**src/rtl/neuron_layer_scheduler_pkg.sv**
```systemverilog
// rtl/neuron_layer_scheduler_pkg.sv - shared sizes and FSM encoding for the layer scheduler
package neuron_layer_scheduler_pkg;

    localparam int NUM_NEURONS  = 10;
    localparam int NUM_BATCHES  = 49;
    localparam int NUM_LANES    = 16;
    localparam int PIXEL_WIDTH  = 10;
    localparam int WEIGHT_WIDTH = 19;
    localparam int OUTPUT_WIDTH = 26;

    localparam int NEURON_IDX_W = 4;
    localparam int CNT_W        = 6;
    localparam int PIX_ADDR_W   = 6;
    localparam int WT_ADDR_W    = 9;

    typedef enum logic [2:0] {
        ST_IDLE   = 3'd0,
        ST_ISSUE  = 3'd1,
        ST_DRAIN  = 3'd2,
        ST_FINISH = 3'd3,
        ST_DONE   = 3'd4
    } state_t;

endpackage

```
**src/rtl/neuron_layer_scheduler_argmax.sv**
```systemverilog
// rtl/neuron_layer_scheduler_argmax.sv - running signed argmax over per-neuron results
//
// Ports:
//   clk, rst      clock, asynchronous active-high reset
//   load_i        present a new candidate this cycle
//   first_i       candidate is the first of a pass; loads unconditionally
//   value_i       signed candidate value
//   idx_i         candidate index
//   best_idx_o    index of the best candidate so far
module sched_argmax
    import neuron_layer_scheduler_pkg::*;
#(
    parameter int VALUE_WIDTH = OUTPUT_WIDTH,
    parameter int IDX_WIDTH   = NEURON_IDX_W
) (
    input  logic                          clk,
    input  logic                          rst,
    input  logic                          load_i,
    input  logic                          first_i,
    input  logic signed [VALUE_WIDTH-1:0] value_i,
    input  logic        [IDX_WIDTH-1:0]   idx_i,
    output logic        [IDX_WIDTH-1:0]   best_idx_o
);

    logic signed [VALUE_WIDTH-1:0] best_val_q;
    logic        [IDX_WIDTH-1:0]   best_idx_q;
    logic                          take;

    // Strictly greater: on a tie the earlier (lower) index is kept.
    assign take = load_i & (first_i | (value_i > best_val_q));

    always_ff @(posedge clk or posedge rst) begin
        if (rst) begin
            best_val_q <= '0;
            best_idx_q <= '0;
        end else if (take) begin
            best_val_q <= value_i;
            best_idx_q <= idx_i;
        end
    end

    assign best_idx_o = best_idx_q;

endmodule

```
**src/rtl/neuron_layer_scheduler.sv**
```systemverilog
// rtl/neuron_layer_scheduler.sv - sequences batch reads per neuron, accumulates sums, adds bias, argmax
//
// Ports:
//   clk, rst              clock, asynchronous active-high reset
//   start                 begin a layer pass (IDLE only)
//   mem_ready             store accepts a read this cycle
//   rd_en/pix_addr/wt_addr batch read request and addresses
//   batch_valid/batch_sum in-order partial sums from the lane array
//   bias_in               flat per-neuron biases
//   results               flat per-neuron results
//   class_idx             index of the largest result
//   busy/done/overrun     status
module neuron_layer_scheduler
    import neuron_layer_scheduler_pkg::*;
#(
    parameter int NUM_NEURONS  = neuron_layer_scheduler_pkg::NUM_NEURONS,
    parameter int NUM_BATCHES  = neuron_layer_scheduler_pkg::NUM_BATCHES,
    parameter int WEIGHT_WIDTH = neuron_layer_scheduler_pkg::WEIGHT_WIDTH,
    parameter int OUTPUT_WIDTH = neuron_layer_scheduler_pkg::OUTPUT_WIDTH
) (
    input  logic                                clk,
    input  logic                                rst,
    input  logic                                start,
    input  logic                                mem_ready,
    output logic                                rd_en,
    output logic [PIX_ADDR_W-1:0]               pix_addr,
    output logic [WT_ADDR_W-1:0]                wt_addr,
    input  logic                                batch_valid,
    input  logic [OUTPUT_WIDTH-1:0]             batch_sum,
    input  logic [NUM_NEURONS*WEIGHT_WIDTH-1:0] bias_in,
    output logic [NUM_NEURONS*OUTPUT_WIDTH-1:0] results,
    output logic [NEURON_IDX_W-1:0]             class_idx,
    output logic                                busy,
    output logic                                done,
    output logic                                overrun
);

    state_t                    state_q;
    logic [NEURON_IDX_W-1:0]   neuron_q;
    logic [CNT_W-1:0]          batch_q;
    logic [CNT_W-1:0]          ret_cnt_q;
    logic [OUTPUT_WIDTH-1:0]   acc_q;
    logic                      rd_en_q;
    logic                      busy_q;
    logic                      done_q;
    logic                      overrun_q;
    logic [PIX_ADDR_W-1:0]     pix_addr_q;
    logic [WT_ADDR_W-1:0]      wt_addr_q;
    logic [NEURON_IDX_W-1:0]   class_idx_q;
    logic [OUTPUT_WIDTH-1:0]   res_q    [NUM_NEURONS];
    logic [WEIGHT_WIDTH-1:0]   bias_arr [NUM_NEURONS];

    logic                      rd_accept;
    logic                      ret_take;
    logic                      ret_drop;
    logic [OUTPUT_WIDTH-1:0]   acc_sum;
    logic [WEIGHT_WIDTH-1:0]   bias_cur;
    logic [OUTPUT_WIDTH-1:0]   bias_ext;
    logic [OUTPUT_WIDTH-1:0]   final_val;
    logic [NEURON_IDX_W-1:0]   best_idx;

    for (genvar g = 0; g < NUM_NEURONS; g++) begin : g_flat
        assign bias_arr[g] = bias_in[g*WEIGHT_WIDTH +: WEIGHT_WIDTH];
        assign results[g*OUTPUT_WIDTH +: OUTPUT_WIDTH] = res_q[g];
    end

    assign rd_accept = rd_en_q & mem_ready;
    // A return is only legal while issued reads outnumber returns; batch
    // and ret_cnt are both zero outside a pass, so strays there are dropped.
    assign ret_take  = batch_valid & (batch_q != ret_cnt_q);
    assign ret_drop  = batch_valid & (batch_q == ret_cnt_q);
    assign acc_sum   = acc_q + batch_sum;
    assign bias_cur  = bias_arr[neuron_q];
    assign bias_ext  = {{(OUTPUT_WIDTH-WEIGHT_WIDTH){bias_cur[WEIGHT_WIDTH-1]}}, bias_cur};
    assign final_val = acc_q + bias_ext;

    sched_argmax #(
        .VALUE_WIDTH (OUTPUT_WIDTH),
        .IDX_WIDTH   (NEURON_IDX_W)
    ) u_argmax (
        .clk        (clk),
        .rst        (rst),
        .load_i     (state_q == ST_FINISH),
        .first_i    (neuron_q == '0),
        .value_i    (final_val),
        .idx_i      (neuron_q),
        .best_idx_o (best_idx)
    );

    always_ff @(posedge clk or posedge rst) begin
        if (rst) begin
            state_q     <= ST_IDLE;
            neuron_q    <= '0;
            batch_q     <= '0;
            ret_cnt_q   <= '0;
            acc_q       <= '0;
            rd_en_q     <= 1'b0;
            busy_q      <= 1'b0;
            done_q      <= 1'b0;
            overrun_q   <= 1'b0;
            pix_addr_q  <= '0;
            wt_addr_q   <= '0;
            class_idx_q <= '0;
            for (int n = 0; n < NUM_NEURONS; n++) begin
                res_q[n] <= '0;
            end
        end else begin
            done_q <= 1'b0;
            if (ret_drop) begin
                overrun_q <= 1'b1;
            end
            if (ret_take) begin
                acc_q     <= acc_sum;
                ret_cnt_q <= ret_cnt_q + 1'b1;
            end

            case (state_q)
                ST_IDLE: begin
                    if (start) begin
                        state_q    <= ST_ISSUE;
                        neuron_q   <= '0;
                        batch_q    <= '0;
                        ret_cnt_q  <= '0;
                        acc_q      <= '0;
                        overrun_q  <= ret_drop;
                        rd_en_q    <= 1'b1;
                        busy_q     <= 1'b1;
                        pix_addr_q <= '0;
                        wt_addr_q  <= '0;
                    end
                end
                ST_ISSUE: begin
                    if (rd_accept) begin
                        batch_q <= batch_q + 1'b1;
                        if (batch_q == CNT_W'(NUM_BATCHES - 1)) begin
                            // Addresses hold on the last batch while idle.
                            rd_en_q <= 1'b0;
                            state_q <= ST_DRAIN;
                        end else begin
                            pix_addr_q <= pix_addr_q + 1'b1;
                            wt_addr_q  <= wt_addr_q + 1'b1;
                        end
                    end
                end
                ST_DRAIN: begin
                    // Leave as the final return lands so FINISH sees the full sum.
                    if (ret_take && ret_cnt_q == CNT_W'(NUM_BATCHES - 1)) begin
                        state_q <= ST_FINISH;
                    end
                end
                ST_FINISH: begin
                    res_q[neuron_q] <= final_val;
                    acc_q           <= '0;
                    ret_cnt_q       <= '0;
                    batch_q         <= '0;
                    if (neuron_q == NEURON_IDX_W'(NUM_NEURONS - 1)) begin
                        state_q <= ST_DONE;
                    end else begin
                        neuron_q   <= neuron_q + 1'b1;
                        state_q    <= ST_ISSUE;
                        rd_en_q    <= 1'b1;
                        pix_addr_q <= '0;
                        // Last address was n*49+48, so +1 is the next neuron's base.
                        wt_addr_q  <= wt_addr_q + 1'b1;
                    end
                end
                ST_DONE: begin
                    done_q      <= 1'b1;
                    class_idx_q <= best_idx;
                    busy_q      <= 1'b0;
                    state_q     <= ST_IDLE;
                end
                default: begin
                    state_q <= ST_IDLE;
                end
            endcase
        end
    end

    assign rd_en     = rd_en_q;
    assign pix_addr  = pix_addr_q;
    assign wt_addr   = wt_addr_q;
    assign class_idx = class_idx_q;
    assign busy      = busy_q;
    assign done      = done_q;
    assign overrun   = overrun_q;

endmodule

```
**config.mk**
```make
export PLATFORM = sky130hd
export DESIGN_NAME = neuron_layer_scheduler
export DESIGN_NICKNAME = d
export VERILOG_FILES = /design/src/rtl/neuron_layer_scheduler_pkg.sv /design/src/rtl/neuron_layer_scheduler_argmax.sv /design/src/rtl/neuron_layer_scheduler.sv
export SDC_FILE = /design/constraint.sdc
export NUM_CORES = 1
export LEC_CHECK = 0
export CELL_PAD_IN_SITES_DETAIL_PLACEMENT = 1
export CELL_PAD_IN_SITES_GLOBAL_PLACEMENT = 2
export CORE_UTILIZATION = 30
export DETAILED_ROUTE_END_ITERATION = 8
export PLACE_DENSITY = 0.79
export SETUP_SLACK_MARGIN = 0.4
export SLEW_MARGIN = 0
export SYNTH_ARGS = -nofsm -noshare
export SYNTH_HDL_FRONTEND = slang
export SYNTH_SLANG_ARGS = --single-unit
```
**constraint.sdc**
```tcl
create_clock -name clk -period 13.2 [get_ports clk]
set_input_delay 1.32 -clock clk [delete_from_list [all_inputs] [get_ports clk]]
set_output_delay 1.32 -clock clk [all_outputs]
set_load 0.05 [all_outputs]
```
== Word-level counts from Yosys, hierarchy flattened ==
Cells that the tools add are included.

* Bits in registers: 358
* Memory bits (writable): 0
* Bits in latches: 0
* Memories: 0
* Output and inout bits: 283
* Bits in read-only memories: 0

* Eq/ne operators: 15
* Magnitude comparators: 3
* Reductions and logical operators: 13
* Bitwise gates (word level): 6
* Div/mod/pow operators: 0
* Mux-type cells: 43
* $add $sub $neg: 7
* Shift operators: 0
* $mul: 0

{| class="wikitable"
|+ Operators by type and width
! kind !! count
|-
| $bwmux 260 || 1
|-
| $demux 26 s4 || 1
|-
| $mux 26 || 3
|-
| $bmux 19 s4 || 1
|-
| $add 26x26->26 || 2
|-
| $pmux 26 s2 || 1
|-
| $mux 6 || 7
|-
| $mux 19 || 2
|-
| $mux 9 || 4
|-
| $pmux 6 s3 || 2
|-
| $pmux 9 s3 || 1
|-
| $gt 26x26->1 || 1
|-
| $add 6x1->6 const B || 3
|-
| $mux 3 || 5
|-
| $eq 6x6->1 const B || 2
|-
| $ne 2x2->1 const B || 6
|-
| $pmux 3 s4 || 1
|-
| $pmux 6 s2 || 1
|-
| $reduce_and 5->1 || 2
|-
| $add 9x1->9 const B || 1
|-
| $mux 1 || 8
|-
| $mux 4 || 2
|-
| $pmux 4 s2 || 1
|-
| $eq 3x2->1 const B || 2
|-
| other kinds (21) || 27
|}

== Depth between registers and ports, before layout ==
* Depth in word-level cells: 8
* Depth in mapped cells: 28

== By module ==
From an unflattened synthesis, not the netlist that was laid out.

* Cell total of the unflattened synthesis: 1808
* Area, all modules: 18539.0 sq um

{| class="wikitable"
|+ By module, submodules not included
! module !! times used !! area an instance (sq um) !! seq. area each (sq um) !! cells an instance
|-
| neuron_layer_scheduler || 1 || 16590.9 || 8207.9 || 1644
|-
| sched_argmax || 1 || 1948.1 || 750.7 || 164
|}

== Worst setup path after synthesis ==
Ideal clock, no wire load.

* Kind: register -> register
* From: reg neuron_q[0]
* To: reg u_argmax.best_val_q[10]
* Path slack: 6433 ps
* Cell stages (with the launch flop): 28
* Path buffers: 6
* Setup time: 79 ps
* Clock period less this slack: 6767 ps
* Arrival time: 6687 ps
* Cell sequence: dfrtp_1 > clkbuf_1 > buf_1 > buf_2 > mux4_2 > a21oi_1 > nor2_1 > ha_1 > fa_1 > a211oi_1 > nor2_1 > o22a_1 > a211o_1 > a211o_1 > a21oi_2 > xnor2_1 > buf_4 > ha_1 > and3_1 > a221o_1 > a221oi_1 > o21a_1 > o21ai_0 > xor2_1 > o21a_1 > buf_2 > buf_2 > mux2i_1

* Word-level cells in the longest chain between the ends: 8

{| class="wikitable"
|+ Ends and longest elaborated chain
! item !! RTL line !! source
|-
| start, declared || neuron_layer_scheduler.sv:39 || <nowiki>logic [NEURON_IDX_W-1:0] neuron_q;</nowiki>
|-
| start signal, assigned || neuron_layer_scheduler.sv:159 || <nowiki>neuron_q <= neuron_q + 1'b1;</nowiki>
|-
| $not 4->5 (implied by the code) || neuron_layer_scheduler.sv:73 || <nowiki>assign bias_cur = bias_arr[neuron_q];</nowiki>
|-
| $bmux 19 s4 || neuron_layer_scheduler.sv:73 ||
|-
| $mux 19 (implied by the code) (2 in a row) || neuron_layer_scheduler.sv:73 ||
|-
| $add 26x26->26 || neuron_layer_scheduler.sv:75 || <nowiki>assign final_val = acc_q + bias_ext;</nowiki>
|-
| via final_val[16] || neuron_layer_scheduler.sv:59 || <nowiki>logic [OUTPUT_WIDTH-1:0] final_val;</nowiki>
|-
| $gt 26x26->1 || neuron_layer_scheduler_argmax.sv:30 || <nowiki>assign take = load_i & (first_i | (value_i > best_val_q));</nowiki>
|-
| $or 1x1->1 || neuron_layer_scheduler_argmax.sv:30 ||
|-
| $and 1x1->1 || neuron_layer_scheduler_argmax.sv:30 ||
|-
| end signal, assigned || neuron_layer_scheduler_argmax.sv:37 || <nowiki>best_val_q <= value_i;</nowiki>
|-
| end, declared || neuron_layer_scheduler_argmax.sv:25 || <nowiki>logic signed [VALUE_WIDTH-1:0] best_val_q;</nowiki>
|}

The timed path passes the listed nets, and every way through them passes these cells. The select of a mux whose other input is x is not followed.
A chain may end at the register's enable or synchronous reset.

== Worst setup path in the final report ==
* From: reg neuron_q[3]
* To: reg u_argmax.best_val_q[1]

* Word-level cells in the longest chain between the ends: 8

{| class="wikitable"
|+ Ends and longest elaborated chain
! item !! RTL line
|-
| $not 4->5 (implied by the code) || neuron_layer_scheduler.sv:73
|-
| $bmux 19 s4 || neuron_layer_scheduler.sv:73
|-
| $mux 19 (implied by the code) (2 in a row) || neuron_layer_scheduler.sv:73
|-
| $add 26x26->26 || neuron_layer_scheduler.sv:75
|-
| $gt 26x26->1 || neuron_layer_scheduler_argmax.sv:30
|-
| $or 1x1->1 || neuron_layer_scheduler_argmax.sv:30
|-
| $and 1x1->1 || neuron_layer_scheduler_argmax.sv:30
|}

Several ways; a longest one is shown, not always the timed one. The select of a mux whose other input is x is not followed.

==> tab_implementation.tex <==
\begin{tabular}{lr}
\hline
Metric & Value \\
\hline
\multicolumn{2}{l}{\textbf{Floorplanning}} \\
Die W & 248 um \\
Die outline height & 248 um \\
Die area & 0.0616 mm2 \\
Initial core utilization & 0.306 \\
Core outline area & 0.0595 mm2 \\
Total I/O pin count & 504 \\
Rows & 89 \\
\multicolumn{2}{l}{\textbf{Yosys}} \\
Net count after synthesis & 2,073 \\
Fraction of registers with async set or reset after synthesis & 1.00 \\
Share of the yosys chip area belonging to registers & 0.493 \\
Synthesized-area fraction occupied by xor and xnor cells & 0.0299 \\
Syn avg cell area & 10.3 um2 \\
Area share of the leading cell type in the synthesized netlist & 0.493 \\
Top cells by area, synth & dfrtp\_1, mux2\_2, o21ai\_0 \\
Count of warnings emitted by yosys & 0 \\
Area of the mapped netlist & 0.0182 mm2 \\
Number of standard cells after synthesis & 1,764 \\
Multiplexer fraction of the synthesized cell area & 0.124 \\
Most used flip-flop cell after synthesis & dfrtp\_1 \\
Basic-gate share of the synthesized area counting and, or, nand and nor cells & 0.112 \\
Number of enable flip-flop cells after synthesis & 0 \\
Synthesized-area fraction occupied by ao, oa, aoi and oai cells & 0.142 \\
Post-synthesis share of cell area spent on full adders, half adders and majority gates & 0.0614 \\
Combinational family with the most area after synthesis & compound AO/OA/AOI/OAI gates \\
Distinct cell type count of the synthesized netlist & 63 \\
Flip-flop and latch count after synthesis & 358 \\
Biggest area consumer among synthesized cells & dfrtp\_1 \\
\multicolumn{2}{l}{\textbf{Route}} \\
Iteration-0 DRC count of the detailed router & 650 \\
Ratio of routed vias to standard cells & 5.09 \\
Routed WL & 70.3 mm \\
Drt first pass iters & 4 \\
DRC errors left & 0 \\
Routed wire length per instance & 23.2 um \\
Antenna Nets Post-Route & 0 \\
Vias & 15,409 \\
\multicolumn{2}{l}{\textbf{Placement}} \\
Sum of net half-perimeters after detailed placement & 51.7 mm \\
I/O Buffers & 503 \\
Cell Area, Placed & 0.0241 mm2 \\
Global placer's final weighted congestion & 0.841 \\
\multicolumn{2}{l}{\textbf{Power and ir drop}} \\
Part of the total power dissipated in sequential elements & 0.262 \\
Share of power burned in combinational logic & 0.485 \\
Total power draw & 4920 uW \\
Power density relative to cell area & 192 mW/mm2 \\
Cell-internal power & 2730 uW \\
Fraction of power spent switching nets & 0.446 \\
Reported net switching power & 2190 uW \\
Share of total power in the clock network & 0.253 \\
Worst IR Drop VDD & 0.148 mV \\
Static leakage power & 0.0118 uW \\
\multicolumn{2}{l}{\textbf{GRT}} \\
Number of antenna violations at the first check in global routing & 8 \\
Maximum number of pins on one net before global-route repair & 181 \\
Wire length of the first global-routing pass & 104 mm \\
All-layer global routing usage & 0.228 \\
Total global routing overflow & 0 \\
Via count of the first global-routing pass & 16,554 \\
\multicolumn{2}{l}{\textbf{Layout}} \\
Flip-flop and latch area & 0.00896 mm2 \\
Area added between synthesis and finish & 40.6\% \\
Nets & 2,528 \\
End-of-flow core utilization & 0.430 \\
Most frequent cells in the layout & clkdlybuf4s50\_1, dfrtp\_1, nand2\_1 \\
Most common cell after layout, fill and taps aside & clkdlybuf4s50\_1 \\
Number of filler instances in the final layout & 6,476 \\
Multi-input gate area in the final layout & 0.00867 mm2 \\
Share of cells above drive strength 1 & 0.122 \\
Final design area excluding fillers & 0.0256 mm2 \\
\multicolumn{2}{l}{\textbf{Worst setup path}} \\
Startpoint class of the critical path & flip-flop \\
End of the worst register-to-register path & u\_argmax.best\_val\_q[1] \\
Largest driver fanout on the critical path & 29 \\
Endpoint class of the critical path & flip-flop \\
Arrival time reported for the critical path endpoint & 8.42 ns \\
Worst flop-to-flop path startpoint & neuron\_q[3] \\
Start-to-end type of the worst setup path & reg2reg \\
Reg-to-reg slack, setup & 5.23 ns \\
CP required & 13.65 ns \\
Worst R2R Path Depth & 24 \\
\multicolumn{2}{l}{\textbf{CTS}} \\
Number of buffers on the longest clock path & 3 \\
Clk Tree Root Cell & clkbuf\_16 \\
Post-CTS Resized & 0 \\
Sink count of the clock tree & 358 \\
Worst skew pair latency & 0.57 ns \\
CTS Hold Bufs & 0 \\
Number of H-tree levels & 2 \\
Reg clk slew, reported paths & 0.06 ns \\
Post-CTS Setup Repair Bufs & 0 \\
TritonCTS Buffers & 43 \\
Clock tree from TritonCTS & built \\
\multicolumn{2}{l}{\textbf{Hold path}} \\
Hold path startpoint & results[121] \\
Worst hold path endpoint & results[121] \\
Type of the worst min-delay path & reg2reg \\
Min-Delay Path Depth & 2 \\
\multicolumn{2}{l}{\textbf{Timing}} \\
Post-layout min period & 7.97 ns \\
Total count of max-transition violations in the final report & 0 \\
Setup TNS & 0 ns \\
Worst rel slew slack & 0.202 \\
Unrepaired setup endpoints after global routing & false \\
Ratio of final minimum period to clock period & 0.604 \\
Maximum clock rate & 125 MHz \\
Setup violation total in the final timing report & 0 \\
Final setup skew & 0.0149 ns \\
Final count of hold timing violations & 0 \\
Transition time at the pin with the least slew margin & 1.19 ns \\
\multicolumn{2}{l}{\textbf{Status}} \\
Result of the run & completed \\
\multicolumn{2}{l}{\textbf{Job}} \\
Max Cap Viol & 0 \\
\hline
\end{tabular}
-- critical path: stages (launching register included) --
cell	delay, ns
dfrtp_1	0.44
inv_1	0.64
buf_4	0.38
nor2_1	0.07
buf_4	0.23
a221oi_1	0.75
nor2_1	0.09
ha_1	0.42
o21ai_0	0.12
nor2_1	0.17
o22a_1	0.35
a41o_1	0.33
inv_1	0.06
o21ai_0	0.23
xor2_1	0.88
ha_1	0.40
and3_1	0.16
a221o_1	0.32
a221oi_1	0.31
o21a_1	0.16
o21ai_0	0.09
xor2_1	0.26
o21a_1	0.15
buf_4	0.41
mux2_2	0.39
-- registers in the layout, indices dropped and copies added (netlist names) --
signal and cells:
done 1, state_q 3, u_argmax.best_idx_o 4, overrun 1
batch_q 6, rd_en 1, busy 1, wt_addr 9
u_argmax.best_val_q 26, acc_q 26, pix_addr 6, class_idx 4
neuron_q 4, ret_cnt_q 6, results 260
-- per-stage QoR --
| stage | setup slack (ns) | hold slack, ns | instances |
|---|---|---|---|
| finish | 5.23 | 0.475 | 3025 |
| detailed placement | 4.84 | 0.468 | 2947 |
| CTS | 5.23 | 0.482 | 3022 |
| floorplan | 1.95 | 0.474 | 1764 |
| global placement | 4.98 | 0.460 | 2947 |
| global route | 4.74 | 0.497 | 3022 |
-- metal layers --
metal  part of all wire  GRT usage  vias up  routed length, um
met5            0.00051          0        -                 36
met1               0.41      0.273     7656              28800
met3              0.060     0.0498      120               4200
met2               0.49      0.399      502              34700
li1                   -          -     7125                  -
met4              0.036     0.0868        6               2550
-- worst max-delay path by stage --
stage | start | end | slack, ns | cells after the start
final | neuron_q[3] | u_argmax.best_val_q[1] | 5.23 | 24
after floorplan | rst | acc_q[0] | 1.95 | 1
after global placement | bias_in[19] | u_argmax.best_val_q[1] | 4.98 | 23
after global routing | neuron_q[0] | u_argmax.best_val_q[18] | 4.74 | 22
after CTS | neuron_q[0] | u_argmax.best_idx_o[0] | 5.23 | 22
after detailed placement | bias_in[23] | u_argmax.best_idx_o[0] | 4.84 | 22
-- cell type report --
cell class / instances / area share
Antenna cell: 3 / 0.000293
Tap cell: 773 / 0.0378
Clock buffer: 62 / 0.0493
Multi-Input combinational cell: 1219 / 0.339
Clock inverter: 13 / 0.00831
Inverter: 70 / 0.0106
Timing Repair Buffer: 527 / 0.204
Sequential cell: 358 / 0.350
-- kinds of logic after synthesis --
logic type      after synthesis
flops                       358
xor+xnor                     62
buf+inv                     187
fa+ha+maj                    88
mux                         165
compound gates              433
simple gates                471
-- power by group through the flow --
stage | Clock, uW | Sequential, uW | Combinational, uW
floorplan | 0 | 1310 | 1360
global placement | 0 | 1300 | 2370
detailed placement | 0 | 1310 | 2420
CTS | 1280 | 1290 | 2430
global route | 1320 | 1300 | 2640
finish | 1250 | 1290 | 2390
-- cell usage after synthesis (7+ instances only) --
| library cell | n |
|---|---|
| xnor2_1 | 29 |
| dfrtp_1 | 358 |
| nor2b_1 | 7 |
| mux2i_1 | 24 |
| mux4_2 | 38 |
| nand2_1 | 281 |
| clkbuf_1 | 100 |
| nor3_1 | 17 |
| a21o_1 | 26 |
| o21ai_0 | 228 |
| a211oi_1 | 15 |
| a221oi_1 | 19 |
| xor2_1 | 33 |
| o21a_1 | 9 |
| mux2_2 | 103 |
| nand4_1 | 20 |
| nand2b_1 | 7 |
| inv_1 | 69 |
| a21oi_1 | 74 |
| a211o_1 | 10 |
| nand3_1 | 23 |
| nor2_1 | 73 |
| and3_1 | 16 |
| buf_1 | 11 |
| ha_1 | 86 |
| a31oi_1 | 7 |
| or3_1 | 9 |
Note: power is estimated with default switching activity, not from simulation.
